--- src/rtl/midi_msg_parser.sv ---
// ============================================================================
//  Module   : midi_msg_parser
//  Purpose  : Assembles UART MIDI bytes into complete channel/system messages.
//  Revision : 1.0  initial release
// ============================================================================
`default_nettype none

module midi_msg_parser #(
  parameter bit VEL0_IS_NOTE_OFF = 1'b1,
  parameter bit EMIT_REALTIME    = 1'b1
) (
  input  logic       clk,
  input  logic       reset,
  input  logic       uart_rx_rdy,
  input  logic [7:0] uart_rx_data,
  output logic       midi_rdy,
  output logic [3:0] midi_cmd,
  output logic [3:0] midi_ch_sysn,
  output logic [6:0] midi_data0,
  output logic [6:0] midi_data1
);

  localparam int         MIDI_CMD_SIZE        = 4;
  localparam logic [MIDI_CMD_SIZE-1:0] MIDI_CMD_NONE        = 4'd0;
  localparam logic [MIDI_CMD_SIZE-1:0] MIDI_CMD_NOTE_OFF    = 4'd1;
  localparam logic [MIDI_CMD_SIZE-1:0] MIDI_CMD_NOTE_ON     = 4'd2;
  localparam logic [MIDI_CMD_SIZE-1:0] MIDI_CMD_AFTERTOUCH  = 4'd3;
  localparam logic [MIDI_CMD_SIZE-1:0] MIDI_CMD_CC          = 4'd4;
  localparam logic [MIDI_CMD_SIZE-1:0] MIDI_CMD_PROG_CHANGE = 4'd5;
  localparam logic [MIDI_CMD_SIZE-1:0] MIDI_CMD_CH_PRESSURE = 4'd6;
  localparam logic [MIDI_CMD_SIZE-1:0] MIDI_CMD_PITCH_BEND  = 4'd7;
  localparam logic [MIDI_CMD_SIZE-1:0] MIDI_CMD_SYSTEM      = 4'd8;

  typedef enum logic [1:0] {
    IDLE    = 2'd0,
    WAIT_D0 = 2'd1,
    WAIT_D1 = 2'd2,
    DISCARD = 2'd3
  } state_t;

  state_t     state_q;
  logic [3:0] rs_cmd_q;
  logic [3:0] rs_ch_q;
  logic       rs_2b_q;
  logic [6:0] d0_q;

  logic [3:0] status_cmd;
  logic       status_2b;
  logic       is_realtime;
  logic       is_syscommon;
  logic [3:0] d1_cmd;

  always_comb begin
    status_cmd = MIDI_CMD_NONE;
    status_2b  = 1'b0;
    case (uart_rx_data[7:4])
      4'h8:    begin status_cmd = MIDI_CMD_NOTE_OFF;    status_2b = 1'b1; end
      4'h9:    begin status_cmd = MIDI_CMD_NOTE_ON;     status_2b = 1'b1; end
      4'hA:    begin status_cmd = MIDI_CMD_AFTERTOUCH;  status_2b = 1'b1; end
      4'hB:    begin status_cmd = MIDI_CMD_CC;          status_2b = 1'b1; end
      4'hC:    begin status_cmd = MIDI_CMD_PROG_CHANGE; status_2b = 1'b0; end
      4'hD:    begin status_cmd = MIDI_CMD_CH_PRESSURE; status_2b = 1'b0; end
      4'hE:    begin status_cmd = MIDI_CMD_PITCH_BEND;  status_2b = 1'b1; end
      default: begin status_cmd = MIDI_CMD_NONE;        status_2b = 1'b0; end
    endcase
  end

  assign is_realtime  = (uart_rx_data[7:3] == 5'b11111);
  assign is_syscommon = (uart_rx_data[7:3] == 5'b11110);

  // A NOTE_ON completing with zero velocity is reported as a NOTE_OFF.
  assign d1_cmd = (VEL0_IS_NOTE_OFF && rs_cmd_q == MIDI_CMD_NOTE_ON &&
                   uart_rx_data[6:0] == 7'd0) ? MIDI_CMD_NOTE_OFF : rs_cmd_q;

  always_ff @(posedge clk or negedge reset) begin
    if (!reset) begin
      state_q      <= IDLE;
      rs_cmd_q     <= MIDI_CMD_NONE;
      rs_ch_q      <= 4'd0;
      rs_2b_q      <= 1'b0;
      d0_q         <= 7'd0;
      midi_rdy     <= 1'b0;
      midi_cmd     <= MIDI_CMD_NONE;
      midi_ch_sysn <= 4'd0;
      midi_data0   <= 7'd0;
      midi_data1   <= 7'd0;
    end else begin
      midi_rdy <= 1'b0;
      if (uart_rx_rdy) begin
        if (uart_rx_data[7]) begin
          if (is_realtime) begin
            // Real-time bytes never disturb the message being assembled.
            if (EMIT_REALTIME) begin
              midi_rdy     <= 1'b1;
              midi_cmd     <= MIDI_CMD_SYSTEM;
              midi_ch_sysn <= uart_rx_data[3:0];
              midi_data0   <= 7'd0;
              midi_data1   <= 7'd0;
            end
          end else if (is_syscommon) begin
            state_q  <= DISCARD;
            rs_cmd_q <= MIDI_CMD_NONE;
            rs_ch_q  <= 4'd0;
            rs_2b_q  <= 1'b0;
          end else begin
            state_q  <= WAIT_D0;
            rs_cmd_q <= status_cmd;
            rs_ch_q  <= uart_rx_data[3:0];
            rs_2b_q  <= status_2b;
          end
        end else begin
          case (state_q)
            WAIT_D0: begin
              d0_q <= uart_rx_data[6:0];
              if (rs_2b_q) begin
                state_q <= WAIT_D1;
              end else begin
                midi_rdy     <= 1'b1;
                midi_cmd     <= rs_cmd_q;
                midi_ch_sysn <= rs_ch_q;
                midi_data0   <= uart_rx_data[6:0];
                midi_data1   <= 7'd0;
              end
            end
            WAIT_D1: begin
              state_q      <= WAIT_D0;
              midi_rdy     <= 1'b1;
              midi_cmd     <= d1_cmd;
              midi_ch_sysn <= rs_ch_q;
              midi_data0   <= d0_q;
              midi_data1   <= uart_rx_data[6:0];
            end
            default: begin
              state_q <= state_q;
            end
          endcase
        end
      end
    end
  end

endmodule

`default_nettype wire

--- config.mk ---
export PLATFORM = sky130hd
export DESIGN_NAME = midi_msg_parser
export DESIGN_NICKNAME = d
export VERILOG_FILES = /design/src/rtl/midi_msg_parser.sv
export SDC_FILE = /design/constraint.sdc
export NUM_CORES = 1
export LEC_CHECK = 0
export BUFFER_PORTS_ARGS = -buffer_cell sky130_fd_sc_hd__buf_4
export CAP_MARGIN = 25
export CORE_ASPECT_RATIO = 0.6
export CORE_UTILIZATION = 49
export CTS_BUF_LIST = sky130_fd_sc_hd__clkbuf_16
export CTS_CLUSTER_SIZE = 20
export DETAILED_ROUTE_END_ITERATION = 12
export PLACE_DENSITY = 0.85
export SYNTH_ARGS = -nofsm -noshare
export SYNTH_HDL_FRONTEND = slang
export SYNTH_SLANG_ARGS = --single-unit
--- constraint.sdc ---
create_clock -name clk -period 1.4 [get_ports clk]
set_input_delay 0.42 -clock clk [delete_from_list [all_inputs] [get_ports clk]]
set_output_delay 0.42 -clock clk [all_outputs]
set_load 0.02 [all_outputs]
Word-level counts from Yosys, hierarchy flattened

Cells that the tools add are included.

Bits of input ports: 11
Register bits after elaboration: 41
Word-level logic and storage cells: 67

Reductions and logical operators: 8
Muxes and demuxes: 31
Bitwise operators: 2
Eq/ne operators: 16

Operators with widths:

| kind                 | number |
|---|---|
| $mux W4              | 9 |
| $mux W7              | 5 |
| $eq A4 B4 Y1 const B | 7 |
| $pmux W7 S2          | 2 |
| $pmux W3 S7          | 1 |
| $pmux W4 S2          | 2 |
| $eq A5 B5 Y1 const B | 2 |
| $mux W2              | 4 |
| $reduce_and A4 Y1    | 2 |
| $logic_not A7 Y1     | 1 |
| $mux W1              | 6 |
| $ne A3 B3 Y1 const B | 2 |
| $reduce_and A3 Y1    | 2 |
| $reduce_or A5 Y1     | 1 |
| $eq A4 B2 Y1 const B | 1 |
| $pmux W2 S2          | 1 |
| $reduce_bool A3 Y1   | 1 |
| $eq A2 B1 Y1 const B | 1 |
| $eq A2 B2 Y1 const B | 1 |
| $ne A2 B1 Y1 const B | 1 |
| $ne A2 B2 Y1 const B | 1 |
| $not A1 Y1           | 2 |
| $pmux W1 S2          | 1 |
| $logic_and A1 B1 Y1  | 1 |

Longest topological paths before layout

Gate-level depths: netlist of run 1.

Depth in word-level cells: 5
Mapped depth: 7
Gate-level depth less buffers: 6

Worst setup path after synthesis of run 1

No wires, ideal clock.

Path kind: input-to-reg
Start: in uart_rx_data[5]
End: reg midi_data1[4]
Setup time: 121 ps
Stages: 6
Arrival: 1,373 ps
Setup slack: -94 ps
Cell sequence: buf_4 -> and4_4 -> nand3_4 -> and2_4 -> buf_6 -> a22o_1

Cells in the longest elaborated chain, start to end: 3

Ends and longest elaborated chain:

| element                            | line | source |
|---|---|---|
| from (decl)                        | 15   | `input logic [7:0] uart_rx_data,` |
| $eq A5 B5 Y1                       | 68   | `assign is_realtime = (uart_rx_data[7:3] == 5'b11111);` |
| $ne A2 B1 Y1 (no source line)      | -    |  |
| $reduce_and A4 Y1 (no source line) | -    |  |
| to (signal assigned)               | 131  | `midi_data1 <= uart_rx_data[6:0];` |
| to (decl)                          | 20   | `output logic [6:0] midi_data1` |

Every way passes these cells.
A chain may end at the register's enable or synchronous reset.

Worst setup path in the final report of run 1

Start: reg state_q[0]
End: reg midi_data0[3]

Cells in the longest elaborated chain, start to end: 3
Elaborated cells between the ends (all ways): 7
Those cells by class: eq/ne (3); mux (2); reduce/logical (2)

Ends and longest elaborated chain:

| element                                                       | line | source |
|---|---|---|
| from (decl)                                                   | 41   | `state_t state_q;` |
| from (signal assigned)                                        | 134  | `state_q <= state_q;` |
| $eq A2 B1 Y1 or $eq A2 B2 Y1 (tied branches)                  | 112  | `case (state_q)` |
| $ne A3 B3 Y1 (no source line) (tied with other cells)         | -    |  |
| $reduce_and A4 Y1 (no source line) or $mux W7 (tied branches) | -    |  |
| to (signal assigned)                                          | 121  | `midi_data0 <= uart_rx_data[6:0];` |
| to (signal assigned)                                          | 130  | `midi_data0 <= d0_q;` |
| to (decl)                                                     | 19   | `output logic [6:0] midi_data0,` |

Parallel ways exist; a longest one is shown, timed or not.

==> key figures, run 1 <==
Run status
  • Status: complete, but fails checks
  • Failing checks: setup timing

Pwr
  • Psw: 2.08 mW
  • Switch share: 33.7%
  • Clock group share of total power: 26.9%
  • Flop pwr share: 30.9%
  • Pint: 4.10 mW
  • Power Total: 6.18 mW
  • Leak: 1.37 nW
  • Peak VDD IR: 0.00141 V
  • Power Dens Cells: 2200 nW/µm²
  • Logic pwr share: 42.2%

Synth
  • Post-synth cell types: 32
  • Syn_nets: 173
  • Avg Inst Size Synth: 11.4 µm²
  • Register bit total from synthesis: 40
  • Number of flops mapped to enable cells by yosys: 0
  • Part of the Yosys area used for sequential elements: 54.9%
  • Synth warn: 0
  • Primary FF master, synth: dfrtp_1
  • Post-synthesis cell count: 160
  • FFs w/ async S/R, synth: 100%
  • Cell Area, Synth: 1820 µm²

Global route
  • Initial antenna violation count: 0
  • Vias in the first global route: 1,617
  • First-pass GRT wire length: 8270 µm
  • Total GRT Usage: 28.5%
  • Largest net degree at the start of global routing: 41
  • Global route overflow: 0

Clock network
  • Clk sinks: 40
  • CTS Buf Count: 5
  • CTS tree: done
  • H-Tree Depth: 2
  • CTS clk-pin slew, worst paths: 60 ps
  • Post-CTS Hold Buffers: 0
  • CTS Root Cell: clkbuf_16
  • CTS max path bufs: 2
  • Clock Latency Late Sink: 280 ps

Setup path
  • Cells along the critical path: inv_2 > ha_4 > buf_6 > buf_12 > mux2i_4 > nor3_4 > a21o_1
  • Worst setup path class: reg -> reg
  • WP data arrival: 1710 ps
  • Max incr delay on CP: 420 ps
  • Critical path required time: 1570 ps
  • Worst reg-to-reg path cell count: 7
  • Critical-path top delay cell: dfrtp_1
  • Worst setup path endpoint: midi_data0[3]
  • Crit path from: state_q[0]
  • Largest delay share family, worst path: flip-flops
  • Startpoint types: flip-flop
  • Worst R2R Start: state_q[0]
  • Critical path depth: 7
  • Flop2flop setup slack: -140 ps
  • Critical path capture point type: flip-flop
  • CP bufs+invs: 3
  • Critical Path Fanout Max: 7
  • FF-to-FF End: midi_data0[3]

STA
  • Final worst-path setup slack: -144 ps
  • Max Clk Rate: 648 MHz
  • Worst Tran Pin Value: 488 ps
  • RSZ-0062 raised after global routing: true
  • Final Hold Fails: 0
  • Final Max Slew Viols: 0
  • Slew margin rel.: 67.5%
  • Min cycle time layout: 1540 ps
  • Tcrit/Tclk final: 110%
  • Worst Clk Skew: 5.61 ps
  • Setup violators final: 24

Routing
  • Antenna Nets Post-Route: 0
  • Drt total wl: 5750 µm
  • Routed len/inst: 21.3 µm
  • Iter 0 DRT Violations: 210
  • Total number of vias: 1,605
  • Drt via density: 5.94
  • Drt pass-1 iters: 4
  • DRC: 0

Final layout
  • # nets final: 237
  • Most common cell after layout, fill and taps aside: buf_4
  • Area Overhead vs Synth: 53.9%
  • Layout cells sized above 1: 51.1%
  • Most frequent cells in the layout: buf_4, dfrtp_1, nand2_1, a22o_1, mux2i_1
  • Antenna Cells: 0
  • Final Cell Area: 2810 µm²

Floorplan
  • Core region area: 3400 µm²
  • Num rows: 16
  • Vert. Die Dim: 49.2 µm
  • Die area: 3980 µm²
  • I/O pins: 34
  • Initial core utilization: 53.6%
  • Die W: 80.7 µm

Job
  • Max Cap Violations: 0

Placement
  • Global placement routability congestion: 0.880
  • Cell Area, Placed: 2250 µm²
  • PortBufs: 33
  • Post-DP HPWL: 3160 µm

Hold path
  • Hold Crit Class: in -> async
-- routing by layer --
metal | global-route usage (%) | wire length (µm) | vias up
li1 | - | - | 704
met1 | 39.6 | 2440 | 797
met2 | 46.3 | 2710 | 82
met3 | 5.79 | 428 | 22
met4 | 6.25 | 165 | 0
met5 | 0 | 0 | -
-- worst min path at each step --
| stage | from | depth (start not counted) | endpoint |
|---|---|---|---|
| after detailed placement | reset | 1 | midi_ch_sysn[1] |
| final | reset | 1 | midi_ch_sysn[2] |
| after floorplan | reset | 0 | d0_q[0] |
| after global routing | reset | 1 | midi_ch_sysn[1] |
| after global placement | reset | 1 | midi_ch_sysn[0] |
| after CTS | reset | 1 | rs_ch_q[1] |
-- timing repair --
item / in CTS / in global routing
resized for setup: 24 / 32
setup endpoints to repair: 24 / 24
buffers inserted: 7 / 4
pin swaps: 7 / 8
cloned: 1 / 1
-- per-stage QoR --
stage	std cells	TNS (ps)	util, %	setup slack, ps	hold slack, ps
finish	270	-2310	82.5	-144	105
global route	270	-3710	82.5	-188	146
CTS	266	-565	76.9	-71.1	125
detailed placement	250	-3960	66.0	-192	422
global placement	250	-2140	66.0	-134	413
floorplan	160	-487	-	-33.6	124
-- cell families after synthesis --
| kind of cell | after synthesis | synth area share (%) |
|---|---|---|
| DFF | 40 | 54.9 |
| muxes | 19 | 10.9 |
| adders and majority gates | 2 | 1.37 |
| xor gates and xnor gates | 2 | 0.961 |
| and+or+nand+nor | 39 | 11.1 |
| buffers and inverters | 17 | 4.80 |
| AOI/OAI and AO/OA | 41 | 16.0 |
-- synthesized netlist by cell type, drive strengths merged, types with 3 or more instances --
cell type / n / share of area (%)
a21o: 7 / 2.9
o211ai: 3 / 1.5
o21ai: 11 / 3.0
nor3: 9 / 2.5
dfrtp: 40 / 55
buf: 8 / 3.0
nand3: 4 / 1.8
mux2i: 12 / 6.6
mux2: 7 / 4.3
nand2: 14 / 2.9
inv: 7 / 1.4
nor2: 5 / 1.0
a21oi: 3 / 0.82
a22o: 12 / 5.8
-- power groups by stage --
| stage | Sequential (mW) | Combinational [mW] | Clock, mW |
|---|---|---|---|
| floorplan | 2.11 | 0.803 | 0 |
| global placement | 1.81 | 1.87 | 0 |
| detailed placement | 1.84 | 1.93 | 0 |
| CTS | 1.85 | 2.19 | 1.66 |
| global route | 1.95 | 2.75 | 1.73 |
| finish | 1.91 | 2.61 | 1.66 |
-- registers in the layout, indices dropped and copies added (netlist names) --
signal and flops:
d0_q 7, midi_ch_sysn 4, midi_cmd 4, midi_data0 7
midi_data1 7, midi_rdy 1, rs_2b_q 1, rs_ch_q 4
rs_cmd_q 3, state_q 2
-- final cells by class --
| cell class | instances | area (µm²) |
|---|---|---|
| Clock buffer | 5 | 125 |
| Timing Repair Buffer | 65 | 531 |
| Tap cell | 45 | 56.3 |
| Inverter | 7 | 28.8 |
| Sequential cell | 40 | 1000 |
| Fill cell | 182 | 597 |
| Clock inverter | 3 | 90.1 |
| Multi-Input combinational cell | 105 | 975 |
-- worst register-to-register path, cell delays in order (launching register included) --
cell and delay [ps]:
dfrtp_1 420, inv_2 100, ha_4 150, buf_6 140, buf_12 150, mux2i_4 280, nor3_4 60, a21o_1 150
Power figures use the tool's default switching activity.
==> run 2: changes to the inputs <==
Settings changed: ABC_AREA set to 1, CORE_UTILIZATION 49 to 55, PLACE_DENSITY 0.85 to 0.89.
Clock period 1.4 ns to 1.66 ns, I/O delays scaled along.
==> run 2 against run 1 <==
- the flow now finishes without violations
- design area is 12% lower
- utilization is 8.4 points lower
- via count is 17% higher
- first-iteration DRC count is 24% higher
- register-to-register slack better by 240 ps
- final cell count is 22% higher
- critical endpoint is now midi_data1[0]
==> key figures, run 2 <==
Run status
  • Status: finished clean

STA
  • Final Hold Fails: 0
  • Setup violators final: 0
  • TNS Setup: 0 ps
  • Tcrit/Tclk final: 94.1%
  • Worst Tran Pin Value: 490 ps
  • Min cycle time layout: 1560 ps
  • Final worst-path setup slack: 98.6 ps
  • Max Clk Rate: 640 MHz
  • Final Max Slew Viols: 0
  • Worst Clk Skew: 3.43 ps
  • Slew margin rel.: 67.3%

Placement
  • Global placement routability congestion: 0.951
  • Post-DP HPWL: 3500 µm
  • Pre-CTS WS: -25.8 ps
  • Cell Area, Placed: 2270 µm²
  • PortBufs: 33
  • Placed Cells incl. Taps: 319

Setup path
  • Flop2flop setup slack: 100 ps
  • Critical Path Fanout Max: 10
  • Startpoint types: flip-flop
  • FF-to-FF End: midi_data1[0]
  • Worst R2R Start: state_q[1]
  • Worst setup path class: reg -> reg
  • Worst reg-to-reg path cell count: 8
  • Critical path required time: 1880 ps
  • Worst setup path endpoint: midi_data1[0]
  • WP data arrival: 1780 ps
  • Critical path capture point type: flip-flop
  • Crit path from: state_q[1]

Synth
  • Synth warn: 0
  • Top post-synthesis cells by area: dfrtp_1, nand2_1, o21ai_0
  • Post-synthesis cell count: 244
  • Top cells by count, synth: nand2_1, dfrtp_1, o21ai_0
  • Part of the Yosys area used for sequential elements: 51.3%
  • Register bit total from synthesis: 40
  • Yosys top cell by area: dfrtp_1
  • Avg Inst Size Synth: 7.99 µm²
  • Post-synth cell types: 21
  • Syn_nets: 257
  • FFs w/ async S/R, synth: 100%
  • Most numerous cell in the Yosys netlist: nand2_1
  • Post-synth top area share: 51.3%
  • Primary FF master, synth: dfrtp_1
  • Cell Area, Synth: 1950 µm²
  • Number of flops mapped to enable cells by yosys: 0

Routing
  • Drt total wl: 5170 µm
  • Antenna Nets Post-Route: 0
  • Total number of vias: 1,875
  • Drt pass-1 iters: 5
  • Routed len/inst: 15.7 µm
  • DRC: 0
  • Drt via density: 5.68
  • Iter 0 DRT Violations: 260

Final layout
  • Cell Count, Final, Fillers Out: 330
  • Top flop regs: d0_q: 7 flops, midi_data0: 7 flops, midi_data1: 7 flops
  • Area Overhead vs Synth: 26.3%
  • Final Cell Area: 2460 µm²
  • Antenna Cells: 0
  • Most frequent cells in the layout: nand2_1, buf_4, dfrtp_1
  • Layout cells sized above 1: 20.7%
  • Most common cell after layout, fill and taps aside: nand2_1
  • # nets final: 298

Global route
  • Total GRT Usage: 27.7%
  • Initial antenna violation count: 0
  • First-pass GRT wire length: 7470 µm
  • Vias in the first global route: 1,550
  • GRT Max-Usage Layer: met2
  • Global route overflow: 0
  • Largest net degree at the start of global routing: 41
  • Met1 global-route usage: 38.2%
  • Met2 usage: 41.7%
  • Met3 Usage GRT: 12.3%

Clock network
  • Post-CTS Hold Buffers: 0
  • Clk sinks: 40
  • CTS tree: done
  • H-Tree Depth: 2
  • CTS clk-pin slew, worst paths: 50 ps
  • Clock Latency Late Sink: 280 ps
  • CTS Buf Count: 5
  • CTS max path bufs: 2
  • CTS Root Cell: clkbuf_16

Hold path
  • Hold Crit Class: in -> async

Pwr
  • Logic pwr share: 38.2%
  • Pint: 2.38 mW
  • Leak: 1.29 nW
  • Flop pwr share: 38.8%
  • Power Total: 3.82 mW
  • Power Dens Cells: 1550 nW/µm²
  • Psw: 1.44 mW
  • Switch share: 37.6%
  • Peak VDD IR: 0.000926 V
  • Clock group share of total power: 23.0%

Job
  • Max Cap Violations: 0

Floorplan
  • Die area: 3790 µm²
  • Die W: 78.9 µm
  • Core region area: 3320 µm²
  • Num rows: 16
  • Initial core utilization: 58.7%
  • I/O pins: 34
  • Vert. Die Dim: 48.1 µm
## run 2: cell types whose count changed in the layout (fill, tap and decap cells not counted), sizes merged, moves of 7 or more
cell,previous run,this run
mux2,7,0
a22o,12,0
nand3,4,11
inv,7,16
o21ai,11,42
a211oi,0,7
buf,65,42
a21o,7,0
nor2,5,19
nand2,14,88
mux2i,12,0
## run 2: metrics by stage
step / util (%) / hold slack, ps
after floorplan: - / 202
after global placement: 68.3 / 468
after detailed placement: 68.3 / 476
after CTS: 72.7 / 207
after global routing: 74.1 / 220
final: 74.1 / 179
## run 2: how the worst min path moves through the flow
stage / startpoint / to / cells past startpoint
finish: reset / rs_cmd_q[2] / 1
global route: reset / rs_cmd_q[2] / 1
detailed placement: d0_q[5] / d0_q[5] / 2
global placement: d0_q[6] / d0_q[6] / 2
floorplan: reset / d0_q[0] / 0
CTS: reset / midi_data0[0] / 1
## run 2: metal layers
layer	up-vias	share of wire, %
met2	122	43
met4	0	0.89
met5	-	0
met1	864	43
met3	8	13
li1	881	-
## run 2: critical path, stage by stage, from the launching register on
cell     delay (ps)
dfrtp_1         400
inv_1            60
ha_1            210
inv_1            90
nand2_2         170
nand3_4         180
nor2_8          210
nand2_1          90
nand2_1          80
## run 2: layout make-up
cell class | count | area, µm²
sequential | 40 | 1000
clock buffer | 5 | 125
clock inverter | 2 | 7.51
timing repair buffer | 42 | 328
tap | 45 | 56.3
fill | 250 | 862
multi-input combinational | 180 | 883
inverter | 16 | 60.1
## run 2: timing repair
item | in CTS | in global routing
resized for setup | 0 | 5
hold endpoints to repair | 0 | 0
pin swaps | 2 | 3
endpoints found under the setup margin | 4 | 22
cloned | 1 | 3
buffers inserted | 0 | 0
## run 2: kinds of logic (layout without fill, tap and decap cells)
family | count (synthesis) | after routing | synth area share (%)
AO/OA/AOI/OAI | 52 | 52 | 14.4
adder cells (fa/ha/maj) | 2 | 2 | 1.28
buffers and inverters | 28 | 65 | 6.29
flip-flops | 40 | 40 | 51.3
AND/OR/NAND/NOR | 122 | 126 | 26.7
## run 2: power by group through the flow
stage               Combinational (mW)  Clock, mW  Sequential (mW)
floorplan                        0.605          0             1.69
global placement                  1.32          0             1.48
detailed placement                1.37          0             1.49
CTS                               1.38      0.886             1.48
global route                      1.62      0.933             1.52
finish                            1.46      0.880             1.48
==> run 3: changes to the inputs <==
Settings changed: PLACE_DENSITY 0.89 to 0.79.
Clock period 1.66 ns to 1.5 ns, I/O delays scaled along.
==> run 3 against run 2 <==
- the run now ends with setup timing left
- fmax decreased by 1.9%
- clock skew grew 3.2 ps
- combinational power rose by 42%
- die area is the same
- highest routed layer unchanged
- largest cell class unchanged
==> key figures, run 3 (same netlist as run 2, synthesis figures left out) <==
Job
  • Max Cap Violations: 0

Clock network
  • CTS max path bufs: 2
  • H-Tree Depth: 2
  • CTS clk-pin slew, worst paths: 60 ps
  • CTS Root Cell: clkbuf_16
  • CTS Buf Count: 5
  • Clock Latency Late Sink: 280 ps
  • CTS tree: done
  • Post-CTS Hold Buffers: 0
  • Clk sinks: 40

Placement
  • Post-DP HPWL: 3620 µm
  • PortBufs: 33
  • Placed Cells incl. Taps: 338
  • Global placement routability congestion: 0.880
  • Cell Area, Placed: 2430 µm²

Run status
  • Failing checks: setup timing
  • Status: complete, but fails checks

STA
  • Slew margin rel.: 59.9%
  • RSZ-0062 raised after global routing: true
  • Tcrit/Tclk final: 106%
  • Worst hold margin: 138 ps
  • Worst Clk Skew: 6.67 ps
  • Min cycle time layout: 1590 ps
  • Max Clk Rate: 628 MHz
  • Worst Tran Pin Value: 601 ps
  • Final Max Slew Viols: 0
  • Setup violators final: 21
  • Final Hold Fails: 0
  • Final worst-path setup slack: -92.2 ps

Routing
  • Drt pass-1 iters: 6
  • Antenna Nets Post-Route: 0
  • Routed len/inst: 17.3 µm
  • Drt total wl: 6170 µm
  • Drt via density: 5.81
  • Iter 0 DRT Violations: 180
  • DRC: 0
  • Total number of vias: 2,068

Setup path
  • Critical path capture point type: flip-flop
  • Worst R2R Start: state_q[0]
  • Critical Path Fanout Max: 7
  • FF-to-FF End: midi_data0[5]
  • Worst reg-to-reg path cell count: 7
  • Startpoint types: flip-flop
  • WP data arrival: 1760 ps
  • Critical path required time: 1660 ps
  • Flop2flop setup slack: -90 ps
  • Worst setup path class: reg -> reg

Final layout
  • Multi-input gate area: 946 µm²
  • Most frequent cells in the layout: nand2_1, buf_4, dfrtp_1
  • # nets final: 323
  • Register Area: 1000 µm²
  • Antenna Cells: 0
  • Most common cell after layout, fill and taps aside: nand2_1
  • Area Overhead vs Synth: 42.9%
  • Top flop regs: d0_q: 7 flops, midi_data0: 7 flops, midi_data1: 7 flops
  • Layout cells sized above 1: 33.8%
  • Fill count: 179
  • Final Cell Area: 2790 µm²
  • Cell Count, Final, Fillers Out: 356

Global route
  • Global route overflow: 0
  • Largest net degree at the start of global routing: 41
  • Initial antenna violation count: 0
  • First-pass GRT wire length: 7650 µm
  • Vias in the first global route: 1,508
  • Total GRT Usage: 28.3%

Floorplan
  • Die W: 78.9 µm
  • Die area: 3790 µm²
  • I/O pins: 34
  • Vert. Die Dim: 48.1 µm
  • Core region area: 3320 µm²
  • Num rows: 16
  • Initial core utilization: 58.7%

Hold path
  • Hold Crit Class: in -> async

Pwr
  • Peak VDD IR: 0.000923 V
  • Leak: 1.44 nW
  • Power Dens Cells: 1780 nW/µm²
run 3: cell count changes in the layout (fill, tap and decap cells not counted), moves of 4 or more:
cell and change:
o21ai_1 +9, buf_4 +23, o21ai_0 -19, inv_1 -4
o21ai_2 +10
run 3: area by class of cell:
| class | instances | share of cell area, % |
|---|---|---|
| sequential | 40 | 36.0 |
| multi-input combinational | 179 | 33.9 |
| timing repair buffer | 68 | 20.0 |
| clock buffer | 5 | 4.49 |
| inverter | 16 | 2.25 |
| tap | 45 | 2.02 |
| clock inverter | 3 | 1.35 |
run 3: metal layers:
layer | GRT usage [%] | part of all wire [%] | vias up
met1 | 41.6 | 43 | 966
met2 | 41.9 | 45 | 152
met5 | 0 | 0 | -
met4 | 8.36 | 1.7 | 0
li1 | - | - | 930
met3 | 7.29 | 11 | 20
run 3: power breakdown:
part / switching (mW) / leakage (nW) / internal (mW) / total [mW]
registers: 0.260 / 0.515 / 1.44 / 1.70
clock network: 0.411 / 0.0789 / 0.773 / 1.18
logic: 1.17 / 0.847 / 0.900 / 2.07
run 3: how the worst max path moves through the flow:
stage,start,to,slack [ps],cells after the start
detailed placement,uart_rx_data[4],rs_cmd_q[2],-300,8
CTS,state_q[1],midi_data0[1],-7,8
global placement,uart_rx_data[4],rs_cmd_q[2],-250,8
finish,state_q[0],midi_data0[5],-90,7
global route,state_q[0],midi_data1[1],-140,8
floorplan,state_q[1],midi_ch_sysn[0],110,8
run 3: timing repair:
action | 4_1_cts | 5_1_grt
pin swaps | 1 | 6
endpoints found under the setup margin | 23 | 32
buffers inserted | 0 | 6
resized for setup | 10 | 38
cloned | 1 | 3
run 3: metrics by stage:
step | TNS, ps | power [mW] | worst slack [ps] | utilization [%]
6_report | -871 | 4.95 | -92.2 | 83.8
5_1_grt | -1780 | 5.19 | -145 | 83.8
4_1_cts | -7.94 | 4.50 | -7.08 | 78.2
3_5_place_dp | -2900 | 3.30 | -295 | 73.0
3_3_place_gp | -1830 | 3.24 | -249 | 73.0
2_1_floorplan | 0 | 2.54 | 113 | -
run 3: worst max-delay path, stage by stage, from the launching register on:
cell,delay (ps)
dfrtp_2,440
buf_6,130
ha_4,170
nand3_4,80
nand3_4,190
clkbuf_16,230
o21ai_0,160
nand2_1,70
